**config.mk**
```make
export PLATFORM = sky130hd
export DESIGN_NAME = ex_muldiv_sequencer
export DESIGN_NICKNAME = d
export VERILOG_FILES = /design/src/rtl/ex_muldiv_sequencer.sv
export SDC_FILE = /design/constraint.sdc
export NUM_CORES = 1
export LEC_CHECK = 0
export ABC_AREA = 0
export BUFFER_PORTS_ARGS = -buffer_cell sky130_fd_sc_hd__buf_2
export CORE_ASPECT_RATIO = 1.2
export CORE_MARGIN = 1.5
export CORE_UTILIZATION = 56
export CTS_BUF_LIST = sky130_fd_sc_hd__clkbuf_4
export CTS_CLUSTER_SIZE = 40
export DETAILED_ROUTE_END_ITERATION = 16
export PLACE_DENSITY = 0.8
export SLEW_MARGIN = 20
export SYNTH_ARGS = -nofsm -noshare
export SYNTH_HDL_FRONTEND = slang
export SYNTH_SLANG_ARGS = --single-unit
```
**constraint.sdc**
```tcl
create_clock -name clk -period 3.55 [get_ports clk]
set_input_delay 0.5325 -clock clk [delete_from_list [all_inputs] [get_ports clk]]
set_output_delay 0.5325 -clock clk [all_outputs]
set_load 0.1 [all_outputs]
```
**src/rtl/ex_muldiv_sequencer.sv**
```systemverilog
// ex_muldiv_sequencer
// Multi-cycle multiply/divide unit for the EX stage. A MULT/MULTU/DIV/DIVU
// held in EX is run as a 32-iteration shift-add multiply or restoring divide
// on operand magnitudes. Signs are applied in the FINISH cycle, and the result
// is committed to the architectural HI/LO registers. MTHI/MTLO writes are
// serviced while the unit is idle.
//
// Ports:
//   clk      pipeline clock, rising edge
//   reset_n  synchronous active-low reset
//   start    mul/div instruction present in EX (level)
//   op       00 MULT, 01 MULTU, 10 DIV, 11 DIVU (sampled with start)
//   src_a    forwarded rs operand
//   src_b    forwarded rt operand
//   abort    EX flush; cancels the operation in flight
//   hi_we    MTHI write enable (honoured in IDLE only)
//   lo_we    MTLO write enable (honoured in IDLE only)
//   wr_data  MTHI/MTLO data
//   stall    freeze IF/ID/EX (combinational)
//   busy     unit not idle
//   done     high during the FINISH cycle
//   hi, lo   architectural HI/LO registers
module ex_muldiv_sequencer (
  input  logic        clk,
  input  logic        reset_n,
  input  logic        start,
  input  logic [1:0]  op,
  input  logic [31:0] src_a,
  input  logic [31:0] src_b,
  input  logic        abort,
  input  logic        hi_we,
  input  logic        lo_we,
  input  logic [31:0] wr_data,
  output logic        stall,
  output logic        busy,
  output logic        done,
  output logic [31:0] hi,
  output logic [31:0] lo
);

  typedef enum logic [1:0] {
    IDLE    = 2'd0,
    MUL_RUN = 2'd1,
    DIV_RUN = 2'd2,
    FINISH  = 2'd3
  } state_t;

  state_t      state, state_nxt;
  logic [5:0]  count;
  logic [63:0] acc;      // mul: {partial product, multiplier}; div: {remainder, dividend/quotient}
  logic [31:0] operand;  // mul: multiplicand magnitude; div: divisor magnitude
  logic        neg_a;
  logic        neg_b;
  logic        is_div;
  logic        b_zero;

  logic        accept;
  logic        signed_op;
  logic        sa_neg;
  logic        sb_neg;
  logic [31:0] mag_a;
  logic [31:0] mag_b;

  logic [32:0] mul_sum;
  logic [63:0] mul_next;
  logic [32:0] div_shift;
  logic [32:0] div_diff;
  logic        div_ge;
  logic [63:0] div_next;

  logic [63:0] prod_res;
  logic [31:0] quot_res;
  logic [31:0] rem_res;

  assign accept    = (state == IDLE) && start && !abort;
  assign signed_op = !op[0];
  assign sa_neg    = signed_op && src_a[31];
  assign sb_neg    = signed_op && src_b[31];
  assign mag_a     = sa_neg ? (32'd0 - src_a) : src_a;
  assign mag_b     = sb_neg ? (32'd0 - src_b) : src_b;

  // Multiply step: add the multiplicand into the upper half when the current
  // multiplier LSB is set, then shift the whole 64-bit register right. The
  // carry out of the add becomes the new top bit.
  assign mul_sum  = {1'b0, acc[63:32]} + (acc[0] ? {1'b0, operand} : 33'd0);
  assign mul_next = {mul_sum, acc[31:1]};

  // Restoring divide step: shift the next dividend bit into the remainder.
  // A successful subtract keeps the difference and shifts a 1 into the
  // quotient. The shifted remainder needs 33 bits. A kept remainder is always
  // below the divisor, so it fits back into 32 bits.
  assign div_shift = acc[63:31];
  assign div_diff  = div_shift - {1'b0, operand};
  assign div_ge    = (div_shift >= {1'b0, operand});
  assign div_next  = {(div_ge ? div_diff[31:0] : div_shift[31:0]), acc[30:0], div_ge};

  // Sign fix-up applied in FINISH. The flags are already zero for unsigned ops.
  // For divide by zero, the restoring loop leaves the dividend magnitude as the
  // remainder. Giving it the dividend's sign reproduces src_a for DIV and DIVU.
  assign prod_res = (neg_a ^ neg_b) ? (64'd0 - acc) : acc;
  assign quot_res = b_zero ? '1 : ((neg_a ^ neg_b) ? (32'd0 - acc[31:0]) : acc[31:0]);
  assign rem_res  = neg_a ? (32'd0 - acc[63:32]) : acc[63:32];

  always_comb begin
    state_nxt = state;
    case (state)
      IDLE: begin
        if (accept) state_nxt = op[1] ? DIV_RUN : MUL_RUN;
      end
      MUL_RUN, DIV_RUN: begin
        if (abort)              state_nxt = IDLE;
        else if (count == 6'd31) state_nxt = FINISH;
      end
      FINISH:  state_nxt = IDLE;
      default: state_nxt = IDLE;
    endcase
  end

  always_comb begin
    stall = accept || (state == MUL_RUN) || (state == DIV_RUN);
    busy  = (state != IDLE);
    done  = (state == FINISH) && !abort;
  end

  always_ff @(posedge clk) begin
    if (!reset_n) begin
      state   <= IDLE;
      count   <= '0;
      acc     <= '0;
      operand <= '0;
      neg_a   <= 1'b0;
      neg_b   <= 1'b0;
      is_div  <= 1'b0;
      b_zero  <= 1'b0;
      hi      <= '0;
      lo      <= '0;
    end else begin
      state <= state_nxt;
      case (state)
        IDLE: begin
          if (hi_we) hi <= wr_data;
          if (lo_we) lo <= wr_data;
          if (accept) begin
            is_div  <= op[1];
            neg_a   <= sa_neg;
            neg_b   <= sb_neg;
            b_zero  <= (src_b == 32'd0);
            count   <= '0;
            acc     <= {32'd0, (op[1] ? mag_a : mag_b)};
            operand <= op[1] ? mag_b : mag_a;
          end
        end
        MUL_RUN: begin
          count <= count + 6'd1;
          acc   <= mul_next;
        end
        DIV_RUN: begin
          count <= count + 6'd1;
          acc   <= div_next;
        end
        FINISH: begin
          if (!abort) begin
            if (is_div) begin
              hi <= rem_res;
              lo <= quot_res;
            end else begin
              hi <= prod_res[63:32];
              lo <= prod_res[31:0];
            end
          end
        end
        default: ;
      endcase
    end
  end

endmodule

```
==> flow_summary.yaml <==
drt:
  wl_per_cell_um: 20.6
  drc_errors: 0
  dr.first_iter.drc_count: 1948
  wl_mm: 52.2
  drt-pass1-iter-count: 9
  vias_per_cell: 6.47
  ant_nets: 0
  vias: 16400
logic_synthesis:
  synthXorXnorAreaFrac_pct: 10.5
  syn_nets: 2222
  ys.flop_type: "dfxtp_1"
  synth_fa_ha_area_share_pct: 6.49
  synth-seq-cells: 172
  synth-edff-count: 0
  synth.distinct_cells: 92
  yosys_warnings: 0
  ys_seq_area_share_pct: 23.4
  synth-simple-area-share_pct: 21.2
  avgSynthCellArea_um2: 7.19
  synth_compound_area_share_pct: 31.6
  synth_top_area_cell: "dfxtp_1"
  synth_cells: 2043
  synth_top_area_share_pct: 23.4
  syn_area_mm2: 0.0147
  synthMuxAreaShare_pct: 0.920
  synth_top_family_by_area: "compound AO/OA/AOI/OAI gates"
  synth_area_leaders: "dfxtp_1 (23%), a21oi_1 (7.5%), ha_1 (6.2%)"
  async_flop_share_pct: 0
finish:
  post-route-util_pct: 64.4
  area_growth_pct: 12.3
  layout_commonest_cell: "nor2_1"
  layout_common_cells: "nor2_1 (241), nand2_1 (238), a21oi_1 (218)"
  drive_gt1_share_pct: 16.4
  final_nets: 2368
clock_tree:
  insertion_delay_ns: 0.63
  cts_tree: "yes"
  numCtsBuffers: 17
  clk_pin_slew_ns: 0.18
  clock_sinks: 172
  hold_buffers: 0
  clock_path_buffers: 2
  cts_root_buffer: "clkbuf_4"
  cts_max_level: 4
  post_cts_buffers: 0
setup_path:
  critical_path_class: "flop to flop"
  critPathLaunchType: "flop"
  cp_slowest_cell: "dfxtp_1"
  arrival_ns: 3.95
  crit_chain: "and2_1, ha_1, inv_1, fa_1, nand2b_1, a211oi_2, a211oi_2, buf_4, or3b_1, a21boi_2, o21a_1, o21ai_0, nand2_1, a32o_1, a21o_1"
  critPathRequiredTime_ns: 4.08
  endpoint_kind: "flop"
  cpMostUsedCell: "a211oi_2"
  r2r_slack_ns: 0.13
  cp_slowest_stage_delay_ns: 0.41
  crit_buf_inv: 2
  crit_family: "compound AO/OA/AOI/OAI gates"
  critPathMaxFanout: 3
power:
  p_per_area_mw_per_mm2: 696
  ir_drop_uv: 881
  p_leak_nw: 7.07
die:
  dieHeight_um: 180
  ioPinCount: 171
  core_area_mm2: 0.0256
  dieWidth_um: 151
  die-area_mm2: 0.0272
  start_util_pct: 57.3
  rows: 64
timing:
  fin_crit_sh_pct: 96.3
  tns_ns: 0
  min_period_ns: 3.42
  finClkSkew_ns: 0.0404
  fmax_ghz: 0.293
  tightestPinTransition_ns: 1.06
  finalSetupViolCount: 0
  fin_ws_ns: 0.132
  slew_viol_final: 0
  rsz0062_at_grt: "no"
  relSlewSlack_pct: 29.5
  hold_violations: 0
global_routing:
  grt_max_degree: 109
  track_usage_pct: 38.0
  grt_pass1_wl_mm: 81.3
  grt_pass1_vias: 14900
  grt-ovfl-total: 0
  antenna_found_initial: 1
place:
  preCtsSetupSlack_ns: -0.0218
  io_buffers: 170
  dp_hpwl_mm: 40.6
  place.gp.congestion: 1.04
job:
  drv_cap: 0
status:
  status: "complete, no violations"
min_path:
  hold_class: "primary input to flop"
cells in the mapped netlist (all sizes together) (27+ instances only):
master and number:
nor2 243, dfxtp 172, nand3 34, a22oi 44, o31ai 29, a21o 40
xor2 88, a211oi 27, nand2 240, o211ai 40, inv 70, a21oi 221
ha 73, xnor2 88, o21ai 152, clkbuf 119, a221oi 28, nor3 31
registers in the layout, indices dropped and copies added (netlist names):
name / count
state: 2
neg_a: 1
is_div: 1
lo: 32
neg_b: 1
count: 6
hi: 32
operand: 32
acc: 64
b_zero: 1
cell type report:
| class | instances | area, um^2 |
|---|---|---|
| Clock buffer | 17 | 128 |
| Fill cell | 2356 | 9110 |
| Tap cell | 330 | 413 |
| Antenna cell | 1 | 2.50 |
| Inverter | 70 | 263 |
| Timing Repair Buffer | 272 | 1620 |
| Clock inverter | 15 | 186 |
| Sequential cell | 172 | 3450 |
| Multi-Input combinational cell | 1656 | 10500 |
final timing paths:
| check | endpoint | startpoint | cells after the start |
|---|---|---|---|
| setup / recovery | acc[59] | operand[0] | 15 |
| hold / removal | hi[1] | wr_data[1] | 3 |
| setup reg to reg | acc[59] | operand[0] | 15 |
| hold reg to reg | hi[23] | hi[23] | 2 |
metal layers:
metal / share of wire [%] / GRT usage (%)
met5: 0 / 0
met3: 9.2 / 6.84
met2: 46 / 61.1
met1: 39 / 48.2
met4: 5.8 / 19.7
through the flow:
stage | hold slack, ns | instances | area, um^2 | power [mW]
after floorplan | 0.432 | 2043 | 14700 | 8.24
after global placement | 0.435 | 2500 | 16200 | 9.98
after detailed placement | 0.442 | 2500 | 16200 | 10.1
after CTS | 0.174 | 2532 | 16500 | 11.3
after global routing | 0.185 | 2533 | 16500 | 12.1
final | 0.202 | 2533 | 16500 | 11.5
logic make-up after synthesis:
family | Yosys count
AO/OA/AOI/OAI | 717
AND/OR/NAND/NOR | 675
buffers and inverters | 215
XOR/XNOR | 176
flip-flops | 172
adder cells (fa/ha/maj) | 75
multiplexers | 13
tightest hold or removal path, cell delays in order:
cell      delay [ns]
buf_2           0.11
nand2_1         0.07
a311oi_1        0.08
power by group:
| group | internal, mW | switching (mW) | total [mW] |
|---|---|---|---|
| sequential | 2.36 | 0.424 | 2.78 |
| combinational | 2.08 | 5.38 | 7.45 |
| clock | 0.340 | 0.921 | 1.26 |
| total | 4.77 | 6.72 | 11.5 |
what timing repair did:
item	4_1_cts	5_1_grt
gates resized for setup	2	11
hold endpoints to repair	0	0
pin swaps	0	3
setup endpoints to repair	1	15
Note: power is estimated with default switching activity, not from simulation.
